### src/rtl/carregador_programa.sv
// Boot loader: takes length, program bytes and checksum from a valid/ready stream,
// writes them to instruction memory, pads the rest with HALT and then releases the core.
module carregador_programa #(
    parameter int unsigned MEM_DEPTH = 61,
    parameter logic [7:0]  HALT_WORD = 8'b11111000
) (
    input  logic       clock,
    input  logic       reset,
    input  logic       in_valid,
    input  logic [7:0] in_data,
    output logic       in_ready,
    output logic       mem_we,
    output logic [7:0] mem_addr,
    output logic [7:0] mem_wdata,
    output logic       cpu_run,
    output logic       error,
    output logic [7:0] load_count
);

    localparam logic [7:0] DEPTH8 = 8'(MEM_DEPTH);

    typedef enum logic [2:0] {
        WAIT_LEN,
        LOAD,
        CHECK,
        FILL,
        RUN,
        ERROR
    } state_t;

    state_t     r_state;
    state_t     w_next_state;
    logic [7:0] r_len;
    logic [7:0] r_sum;
    logic [7:0] r_load_count;
    logic [7:0] r_fill_addr;
    logic       r_mem_we;
    logic [7:0] r_mem_addr;
    logic [7:0] r_mem_wdata;

    logic w_xfer;
    logic w_len_bad;
    logic w_sum_ok;
    logic w_full;

    assign w_xfer    = in_valid && in_ready;
    assign w_len_bad = (in_data == 8'd0) || (in_data > DEPTH8);
    assign w_sum_ok  = (in_data == r_sum);
    assign w_full    = (r_len == DEPTH8);

    always_ff @(posedge clock) begin
        if (reset) r_state <= WAIT_LEN;
        else       r_state <= w_next_state;
    end

    // A full-length program skips FILL so cpu_run follows the checksum by one cycle.
    always_comb begin
        w_next_state = r_state;
        unique case (r_state)
            WAIT_LEN: if (w_xfer) w_next_state = w_len_bad ? ERROR : LOAD;
            LOAD:     if (w_xfer && (r_load_count + 8'd1 == r_len)) w_next_state = CHECK;
            CHECK:    if (w_xfer) w_next_state = !w_sum_ok ? ERROR : (w_full ? RUN : FILL);
            FILL:     if (r_fill_addr >= DEPTH8) w_next_state = RUN;
            RUN:      w_next_state = RUN;
            ERROR:    w_next_state = ERROR;
            default:  w_next_state = ERROR;
        endcase
    end

    always_comb begin
        in_ready = 1'b0;
        cpu_run  = 1'b0;
        error    = 1'b0;
        unique case (r_state)
            WAIT_LEN, LOAD, CHECK: in_ready = !reset;
            RUN:                   cpu_run  = 1'b1;
            ERROR:                 error    = 1'b1;
            default:               ;
        endcase
    end

    // The first HALT write is issued on the checksum edge so FILL writes every cycle it is active.
    always_ff @(posedge clock) begin
        if (reset) begin
            r_len        <= '0;
            r_sum        <= '0;
            r_load_count <= '0;
            r_fill_addr  <= '0;
            r_mem_we     <= 1'b0;
            r_mem_addr   <= '0;
            r_mem_wdata  <= '0;
        end else begin
            r_mem_we <= 1'b0;
            unique case (r_state)
                WAIT_LEN: if (w_xfer) begin
                    r_len        <= in_data;
                    r_sum        <= '0;
                    r_load_count <= '0;
                end
                LOAD: if (w_xfer) begin
                    r_mem_we     <= 1'b1;
                    r_mem_addr   <= r_load_count;
                    r_mem_wdata  <= in_data;
                    r_sum        <= r_sum + in_data;
                    r_load_count <= r_load_count + 8'd1;
                end
                CHECK: if (w_xfer && w_sum_ok && !w_full) begin
                    r_mem_we    <= 1'b1;
                    r_mem_addr  <= r_len;
                    r_mem_wdata <= HALT_WORD;
                    r_fill_addr <= r_len + 8'd1;
                end
                FILL: if (r_fill_addr < DEPTH8) begin
                    r_mem_we    <= 1'b1;
                    r_mem_addr  <= r_fill_addr;
                    r_mem_wdata <= HALT_WORD;
                    r_fill_addr <= r_fill_addr + 8'd1;
                end
                default: ;
            endcase
        end
    end

    assign mem_we     = r_mem_we;
    assign mem_addr   = r_mem_addr;
    assign mem_wdata  = r_mem_wdata;
    assign load_count = r_load_count;

endmodule

### config.mk
export PLATFORM = sky130hd
export DESIGN_NAME = carregador_programa
export DESIGN_NICKNAME = d
export VERILOG_FILES = /design/src/rtl/carregador_programa.sv
export SDC_FILE = /design/constraint.sdc
export NUM_CORES = 1
export LEC_CHECK = 0
export BUFFER_PORTS_ARGS = -buffer_cell sky130_fd_sc_hd__buf_2
export CORE_MARGIN = 4
export CORE_UTILIZATION = 45
export CTS_BUF_LIST = sky130_fd_sc_hd__clkbuf_4 sky130_fd_sc_hd__clkbuf_8
export DETAILED_ROUTE_END_ITERATION = 10
export GPL_TIMING_DRIVEN = 0
export SLEW_MARGIN = 20
export SYNTH_ARGS = -nofsm -noshare
export SYNTH_HDL_FRONTEND = slang
export SYNTH_SLANG_ARGS = --single-unit
### constraint.sdc
create_clock -name clock -period 3.9 [get_ports clock]
set_input_delay 0.585 -clock clock [delete_from_list [all_inputs] [get_ports clock]]
set_output_delay 0.585 -clock clock [all_outputs]
set_load 0.005 [all_outputs]
**After elaboration in Yosys (flattened, before gate mapping)**

Cells that the tools add are included.

- Add/subtract/negate cells: 4
- $mul: 0
- Div/mod/pow operators: 0
- $lt $le $gt $ge: 3
- Equal/unequal tests: 15
- Shift-type cells: 0
- Multiplexer cells: 31
- Bitwise gates (word level): 0
- Reduce and logical (&&, ||, !) cells: 18

Operators by type and width:

| kind | count |
|---|---|
| $mux 8 | 11 |
| $pmux 8 s2 | 3 |
| $pmux 8 s3 | 2 |
| $add 8x1->8 const B | 3 |
| $mux 3 | 7 |
| $eq 8x8->1 | 2 |
| $pmux 3 s5 | 1 |
| $ne 2x2->1 const B | 7 |
| $add 8x8->8 | 1 |
| $eq 8x6->1 const B | 1 |
| $ge 8x6->1 const B | 1 |
| $gt 8x6->1 const B | 1 |
| $logic_not 8->1 | 1 |
| $lt 8x6->1 const B | 1 |
| $reduce_and 4->1 | 2 |
| $eq 3x2->1 const B | 2 |
| $eq 3x3->1 const B | 2 |
| $mux 1 | 6 |
| $reduce_and 3->1 | 2 |
| $logic_and 1x1->1 | 4 |
| $reduce_bool 2->1 | 2 |
| $eq 3x1->1 const B | 1 |
| $logic_not 3->1 | 1 |
| $pmux 1 s3 | 1 |
| 5 further kinds | 6 |

- Bits in registers: 52
- Latch bits: 0
- Bits in writable memories: 0
- ROM bits: 0
- Input bits: 11
- Output and inout bits: 28
- Memories: 0

**Logic depth before layout (Yosys ltp)**

Gate-level depths: netlist of run 1.

- Depth after elaboration: 8
- Gate-level depth with buffers: 12
- Mapped depth without buffers: 10

**Worst setup path after synthesis of run 1**

OpenSTA, ideal clock, no wires.

- Path kind: input -> register
- From: input in_data[3]
- To: register r_mem_wdata[4] (netlist: mem_wdata[4])
- Data arrival time: 2.267 ns
- Required time: 3.820 ns
- Slack: 1.553 ns
- Cell stages on the path: 8
- Path buffers: 2
- Path through: ha_1 -> nor4_2 -> nand3_2 -> nor4_4 -> o21ai_2 -> buf_6 -> buf_6 -> a211oi_2

- Cells in the longest elaborated chain, start to end: 5

RTL lines:

| element | line | source |
|---|---|---|
| from (decl) | 10 | `input logic [7:0] in_data,` |
| $eq 8x8->1 | 48 | `assign w_sum_ok = (in_data == r_sum);` |
| $logic_and 1x1->1 (2 in a row) | 107 | `CHECK: if (w_xfer && w_sum_ok && !w_full) begin` |
| $ne 2x2->1 (no source line) | n/a |  |
| $reduce_and 4->1 (no source line) | n/a |  |
| to (signal assigned) | 103 | `r_mem_wdata <= in_data;` |
| to (decl) | 39 | `logic [7:0] r_mem_wdata;` |

Every way passes these cells.
A chain may end at the register's enable or synchronous reset.

**Final worst setup path of run 1**

- From: register r_state[0]
- To: output cpu_run

- Cells in the longest elaborated chain, start to end: 2

RTL lines:

| element | line | source |
|---|---|---|
| from (decl) | 31 | `state_t r_state;` |
| from (signal assigned) | 53 | `else r_state <= w_next_state;` |
| $eq 3x3->1 | 74 | `unique case (r_state)` |
| $mux 1 | 74 |  |
| to (decl) | 15 | `output logic cpu_run,` |

Every way passes these cells.

==> flow_summary.rst, run 1 <==
.. list-table::
   :header-rows: 1

   * - Metric
     - Value
   * - Run status
     - finished clean
   * - Initial antenna violation count
     - 0
   * - Number of flip-flops and latches in the synthesized netlist
     - between 50 and 60
   * - Number of gates resized after cts
     - 0
   * - DRT iter0 DRCs
     - 241
   * - Final Hold Violating Endpoints
     - 0
   * - Reg2reg end
     - r_state[2]
   * - Area occupied by multi-input gates
     - between 2000 and 2500 um2
   * - Global-route wire length before repair
     - 15.8 mm
   * - Share of layout cells above drive strength 1
     - between 15 and 20%
   * - RePlAce Congestion
     - 0.913
   * - Launch point of the critical path
     - r_state[0]
   * - Pins Over Slew Limit
     - 0
   * - Vias
     - 3,346
   * - Setup slack on the worst flop-to-flop path
     - ~1.4 ns
   * - Total setup violations reported at the end of the flow
     - 0
   * - Worst setup path category
     - reg -> out
   * - Clock buffers created by TritonCTS
     - 5
   * - Clock latency on the worst-skew pair
     - ~0.32 ns
   * - Worst Setup End Kind
     - output port
   * - Floorplan core area
     - around 7300 um2
   * - Areal power density over the cells
     - around 290 nW/um2
   * - Row count
     - 31
   * - Max-Cap Viols
     - 0
   * - Die span in y
     - approximately 94 um
   * - Worst hold-check slack
     - about 0.47 ns
   * - Xor and xnor area share after synthesis
     - approximately 4.2%
   * - Worst reg2reg startpoint
     - load_count[0]
   * - Cell leakage power
     - 1.48 nW
   * - Required time worst endpoint
     - 3.31 ns
   * - Number of top-level pins
     - 39
   * - Last element of the critical path
     - cpu_run
   * - Filler cell count in the final layout
     - around 740
   * - Rel. slew slack
     - 56.0%
   * - Synth Area in Compound Gates
     - around a fifth
   * - Sum of net half-perimeters after detailed placement
     - slightly above 7 mm
   * - CTS Buffer Depth
     - 2
   * - Area taken by flip-flops and latches
     - around 1000 um2
   * - Dominant combinational cell family by area after synthesis
     - simple AND/OR/NAND/NOR gates
   * - Number of flops mapped to enable cells by yosys
     - 0
   * - Post-Synth Simple-Gate Area
     - a little under 30%
   * - Layout net count
     - slightly below 500
   * - CP arrival
     - around 2 ns
   * - Worst-path fanout max
     - 10
   * - IO buf count
     - 38
   * - Hold buffers post-CTS
     - 0
   * - Mapped Area
     - 3340 um2
   * - # Post-CTS Setup Buffers
     - 0
   * - Multiplexer fraction of the synthesized cell area
     - approximately 7%
   * - CTS H-tree lvls
     - 2
   * - CTS clock-pin slew for the worst setup and hold paths
     - between 0.1 and 0.15 ns
   * - Timing-limited maximum frequency
     - roughly 0.38 GHz
   * - Die Area
     - 8870 um2
   * - Tightest Pin Transition
     - 0.660 ns
   * - Sequential cell area fraction in the yosys report
     - just over 30%
   * - CTS root buf
     - sky130_fd_sc_hd__clkbuf_8
   * - Hold WC Path Type
     - reg -> reg
   * - Placed inst area
     - ~3700 um2
   * - Most common cell after layout, fill and taps aside
     - sky130_fd_sc_hd__nand2_1
   * - Clock tree from TritonCTS
     - built
   * - Die width
     - about 94 um
   * - Share of synthesized flip-flops with an asynchronous set or reset
     - 0%
   * - DRT Pass-1 Iters
     - 5
   * - Worst r2r path cells
     - 7
   * - Most frequent cells in the layout
     - 55 x sky130_fd_sc_hd__nand2_1, 52 x sky130_fd_sc_hd__dfxtp_1, 45 x sky130_fd_sc_hd__buf_2
   * - Antenna cell count
     - 0
   * - Final setup skew
     - around 0.0088 ns
   * - Post-route DRC violation count
     - 0
   * - CP Launch Type
     - flop
   * - Unique cell type count in the Yosys netlist
     - around 60
   * - Post-Synthesis Mean Instance Area
     - 7.79 um2
   * - Final worst path period need
     - around 2.6 ns
   * - Synth Warn #
     - 0
   * - Via count of the first global-routing pass
     - 3,018
   * - Sum Neg Setup Slack
     - 0 ns
   * - Synthesized net count
     - 450
   * - Detailed-route wire length
     - around 9.8 mm
   * - Via density per instance
     - approximately 5.8
   * - RSZ-0062 raised after global routing
     - false
   * - CTS Sinks
     - 52
   * - Overall overflow remaining after global route
     - 0
   * - Count of nets left with antenna violations after detail routing
     - 0
   * - Area growth from synthesis to layout
     - 12.3%
   * - Peak supply drop
     - between 0.15 and 0.2 mV
   * - Effective utilization at floorplan
     - a little under half
   * - Predominant post-synthesis flop cell
     - sky130_fd_sc_hd__dfxtp_1
   * - Cell count after synthesis
     - 429
   * - Finished layout cell area
     - 3750 um2
   * - Total routing usage reported by global routing
     - around 23%
   * - Synthesized-area fraction occupied by adder cells
     - around 4%
   * - Wire length per cell after detailed routing
     - between 15 and 20 um
   * - Pin count of the biggest net entering global routing
     - 19
   * - Period Utilization, post-route
     - 67.1%
[cells in the mapped netlist, drive strengths merged (4+ instances only)]
library cell	number	share of area [%]
nor3	6	1.4
nand3b	5	1.1
nor2	41	4.6
xor2	5	1.3
ha	9	3.4
a211oi	8	2.8
nor3b	4	0.90
dfxtp	52	31
nor4	7	2.6
and3	9	1.7
o21ai	36	5.5
nand3	27	4.3
nand4	7	1.5
xnor2	11	2.9
inv	12	1.3
o22ai	4	0.75
buf	9	1.7
and2	5	0.94
a21oi	34	5.1
clkbuf	18	2.0
nor2b	4	0.75
mux2i	20	6.0
nand2	56	6.4
or3	4	0.75
[metrics by stage]
| stage | instances | total power (W) | util (%) | setup slack (ns) |
|---|---|---|---|---|
| after global placement | 566 | 0.000743 | 50.4 | 1.13 |
| after detailed placement | 566 | 0.000746 | 50.4 | 1.05 |
| final | 574 | 0.00107 | 51.7 | 1.28 |
| after global routing | 574 | 0.00112 | 51.7 | 1.18 |
| after CTS | 574 | 0.00108 | 51.7 | 1.29 |
| after floorplan | 429 | 0.000687 | - | 1.55 |
[metal layers]
metal	GRT usage (%)	vias up	wire length [um]
met5	0	-	0
met1	32.2	1588	4610
met4	5.66	0	150
li1	-	1618	-
met3	3.93	13	611
met2	35.4	127	4470
[final cells by class]
class	count	area share, %
Multi-Input combinational cell	338	56.8
Sequential cell	52	27.7
Timing Repair Buffer	38	5.07
Buffer	27	3.33
Tap cell	99	3.30
Clock buffer	5	1.83
Inverter	12	1.20
Clock inverter	3	0.734
[sequential cells by signal, indices dropped and copies added, names as in the netlist]
register,cells
mem_addr,8
r_sum,8
mem_we,1
mem_wdata,8
r_fill_addr,8
r_len,8
r_state,3
load_count,8
[logic make-up (layout without fill, tap and decap cells)]
| kind of cell | after synthesis | after routing |
|---|---|---|
| fa+ha+maj | 10 | 10 |
| compound gates | 104 | 104 |
| flops | 52 | 52 |
| simple gates | 185 | 185 |
| buf+inv | 39 | 85 |
| xor+xnor | 16 | 16 |
| mux | 23 | 23 |
[power breakdown]
part / internal, W / switching [W] / total [W]
registers: 0.000545 / 0.0000158 / 0.000561
logic: 0.0000640 / 0.000112 / 0.000176
clock network: 0.000132 / 0.000205 / 0.000337
[how the worst min path moves through the flow]
stage	slack, ns	startpoint	cells past startpoint	endpoint
after floorplan	0.45	mem_wdata[3]	2	mem_wdata[3]
after global placement	0.44	mem_wdata[3]	2	mem_wdata[3]
after detailed placement	0.45	mem_wdata[3]	2	mem_wdata[3]
after CTS	0.47	mem_wdata[3]	2	mem_wdata[3]
after global routing	0.48	mem_wdata[7]	2	mem_wdata[7]
final	0.47	mem_wdata[3]	2	mem_wdata[3]
[critical path, stage by stage, from the launching register on]
cell	delay [ns]
sky130_fd_sc_hd__dfxtp_1	0.48
sky130_fd_sc_hd__buf_2	0.27
sky130_fd_sc_hd__clkbuf_1	0.51
sky130_fd_sc_hd__nor2_1	0.15
sky130_fd_sc_hd__and2_1	0.18
sky130_fd_sc_hd__buf_2	0.12
(Power assumes the default switching activity.)
==> inputs of run 2 (changes only) <==
==> constraint.sdc (replaced) <==
create_clock -name clock -period 2.6 [get_ports clock]
set_input_delay 0.39 -clock clock [delete_from_list [all_inputs] [get_ports clock]]
set_output_delay 0.39 -clock clock [all_outputs]
set_load 0.005 [all_outputs]
==> run 2 against run 1 <==
Effect of this change: final cell count is the same; critical path depth grew 2; clock skew shrank 0.0017 ns; global-route usage is the same; combinational power grew 49%; cell area is essentially flat; first-iteration DRC count grew 0.83%.
==> flow_summary.rst, run 2 (synthesized netlist as in run 1, its figures left out) <==
.. list-table::
   :header-rows: 1

   * - Metric
     - Value
   * - Worst setup path category
     - reg -> reg
   * - CP arrival
     - 2.65 ns (+0.62 ns)
   * - Clock tree from TritonCTS
     - built
   * - CTS Buffer Depth
     - 2 (unchanged)
   * - CTS H-tree lvls
     - 2 (unchanged)
   * - Vias
     - 3,360 (+0.42%)
   * - Share of total power in the clock network
     - 31.3% (about the same)
   * - Most frequent cells in the layout
     - 55 x sky130_fd_sc_hd__nand2_1, 52 x sky130_fd_sc_hd__dfxtp_1, 45 x sky130_fd_sc_hd__buf_2
   * - Sum of net half-perimeters after detailed placement
     - 7.23 mm (unchanged)
   * - # Post-CTS Setup Buffers
     - 0 (unchanged)
   * - Required time worst endpoint
     - 2.84 ns (-0.47 ns)
   * - Die Area
     - 8870 um2 (unchanged)
   * - CTS Sinks
     - 52 (unchanged)
   * - Number of top-level pins
     - 39 (unchanged)
   * - Effective utilization at floorplan
     - 46.1% (unchanged)
   * - Worst hold start
     - in_data[0]
   * - Areal power density over the cells
     - 428 nW/um2 (+50%)
   * - Overall overflow remaining after global route
     - 0 (unchanged)
   * - Period Utilization, post-route
     - around 93%
   * - Floorplan core area
     - 7250 um2 (unchanged)
   * - Initial antenna violation count
     - 0 (unchanged)
   * - Pin count of the biggest net entering global routing
     - 19 (unchanged)
   * - Switching power as a share of total power
     - 30.8% (-0.14 points)
   * - Filler cell count in the final layout
     - 735 (unchanged)
   * - Global-route wire length before repair
     - 15.8 mm (unchanged)
   * - Peak supply drop
     - 0.244 mV (+50%)
   * - IO buf count
     - 38 (unchanged)
   * - Internal power summed over all cells
     - 0.00111 W (+50%)
   * - Worst Setup End Kind
     - flop
   * - Die span in y
     - 94.2 um (unchanged)
   * - Wire length per cell after detailed routing
     - 17.2 um (about the same)
   * - Most common cell after layout, fill and taps aside
     - sky130_fd_sc_hd__nand2_1
   * - Rel. slew slack
     - 55.7% (-0.31 points)
   * - Run status
     - finished clean
   * - Clock buffers created by TritonCTS
     - 5 (unchanged)
   * - Detailed-route wire length
     - 9.85 mm (about the same)
   * - Row count
     - 31 (unchanged)
   * - Post-route DRC violation count
     - 0 (unchanged)
   * - Area growth from synthesis to layout
     - 12.4% (about the same)
   * - Total setup violations reported at the end of the flow
     - 0 (unchanged)
   * - DRT Pass-1 Iters
     - 5 (unchanged)
   * - Launch point of the critical path
     - load_count[0]
   * - Antenna cell count
     - 0 (unchanged)
   * - Instance count after placement with tap cells included
     - 566 (unchanged)
   * - CTS clock-pin slew for the worst setup and hold paths
     - 0.11 ns (about the same)
   * - Tightest Pin Transition
     - 0.665 ns (+0.00466 ns)
   * - Timing-limited maximum frequency
     - around 0.41 GHz
   * - Sum Neg Setup Slack
     - 0 ns (unchanged)
   * - CP Launch Type
     - flop
   * - Die width
     - 94.2 um (unchanged)
   * - CTS root buf
     - sky130_fd_sc_hd__clkbuf_8
   * - Count of nets left with antenna violations after detail routing
     - 0 (unchanged)
   * - Final Hold Violating Endpoints
     - 0 (unchanged)
   * - RSZ-0062 raised after global routing
     - false
   * - RePlAce Congestion
     - 0.913 (unchanged)
   * - Via count of the first global-routing pass
     - 3,018 (unchanged)
   * - Combinational fraction of design power
     - 16.4% (about the same)
   * - DRT iter0 DRCs
     - 243 (+0.83%)
   * - Layout net count
     - 495 (unchanged)
   * - Placement-stage worst setup slack
     - -0.0562 ns (-1.10 ns)
   * - Hold WC Path Type
     - in -> reg
   * - Finished layout cell area
     - 3750 um2 (about the same)
   * - Clock latency on the worst-skew pair
     - 0.32 ns (about the same)
   * - Final worst path period need
     - roughly 2.4 ns
   * - Placed inst area
     - 3660 um2 (unchanged)
   * - Worst reg2reg startpoint
     - load_count[0]
   * - Total routing usage reported by global routing
     - 22.7% (unchanged)
   * - Worst-path fanout max
     - 8 (-2)
   * - Max-Cap Viols
     - 0 (unchanged)
   * - Smallest setup slack after layout
     - 0.186 ns (-1.10 ns)
   * - Proportion of power drawn by flip-flops and latches
     - 52.3% (about the same)
   * - Pins Over Slew Limit
     - 0 (unchanged)
   * - Switching power of the nets
     - 0.000496 W (+49%)
   * - Final Instance Count excl. Fillers
     - 574 (unchanged)
   * - Final setup skew
     - 0.00705 ns (-0.00170 ns)
   * - Via density per instance
     - 5.85 (+0.42%)
   * - Share of layout cells above drive strength 1
     - 16.2% (+0.21 points)
   * - Cell leakage power
     - 1.48 nW (-0.20%)
run 2: stage by stage:
step	hold slack [ns]	utilization, %	total power, W
finish	0.359	51.8	0.00161
detailed placement	0.450	50.4	0.00112
global route	0.346	51.8	0.00168
CTS	0.348	51.7	0.00162
floorplan	0.447	-	0.00103
global placement	0.442	50.4	0.00111
run 2: power by group through the flow:
| stage | Sequential (W) | Clock, W | Combinational (W) |
|---|---|---|---|
| 6_report | 0.000841 | 0.000503 | 0.000263 |
| 2_1_floorplan | 0.000853 | 0 | 0.000177 |
| 3_3_place_gp | 0.000858 | 0 | 0.000257 |
| 5_1_grt | 0.000844 | 0.000543 | 0.000289 |
| 3_5_place_dp | 0.000859 | 0 | 0.000260 |
| 4_1_cts | 0.000841 | 0.000516 | 0.000261 |
run 2: path summary, 6_finish.rpt:
check	slack (ns)	to	depth (start not counted)
setup / recovery	0.19	r_state[2]	7
hold / removal	0.36	r_len[0]	3
setup reg to reg	0.19	r_state[2]	7
hold reg to reg	0.47	mem_wdata[3]	2
run 2: per-layer routing:
layer	share of wire (%)	GRT usage, %
met1	46	32.2
met2	45	35.4
met3	7.0	3.93
met4	1.5	5.66
met5	0	0
run 2: critical path, stage by stage (launching register included):
cell                       delay [ns]
sky130_fd_sc_hd__dfxtp_1         0.52
sky130_fd_sc_hd__ha_1            0.31
sky130_fd_sc_hd__and3_1          0.27
sky130_fd_sc_hd__and3_1          0.28
sky130_fd_sc_hd__xnor2_1         0.10
sky130_fd_sc_hd__nor4_1          0.38
sky130_fd_sc_hd__nand3_1         0.22
sky130_fd_sc_hd__a211oi_1        0.27
run 2: area by class of cell:
type | count | area (um2) | area share [%]
clock inverters | 3 | 27.5 | 0.733
flip-flops and latches | 52 | 1040 | 27.7
inverters | 12 | 45.0 | 1.20
clock buffers | 5 | 68.8 | 1.83
multi-input cells | 338 | 2130 | 56.8
plain buffers | 27 | 125 | 3.33
well taps | 99 | 124 | 3.30
repair buffers | 38 | 190 | 5.06
run 2: timing repair:
action | CTS | global route
hold buffers | 0 | 0
setup endpoints to repair | 0 | 1
resized for setup | 0 | 1
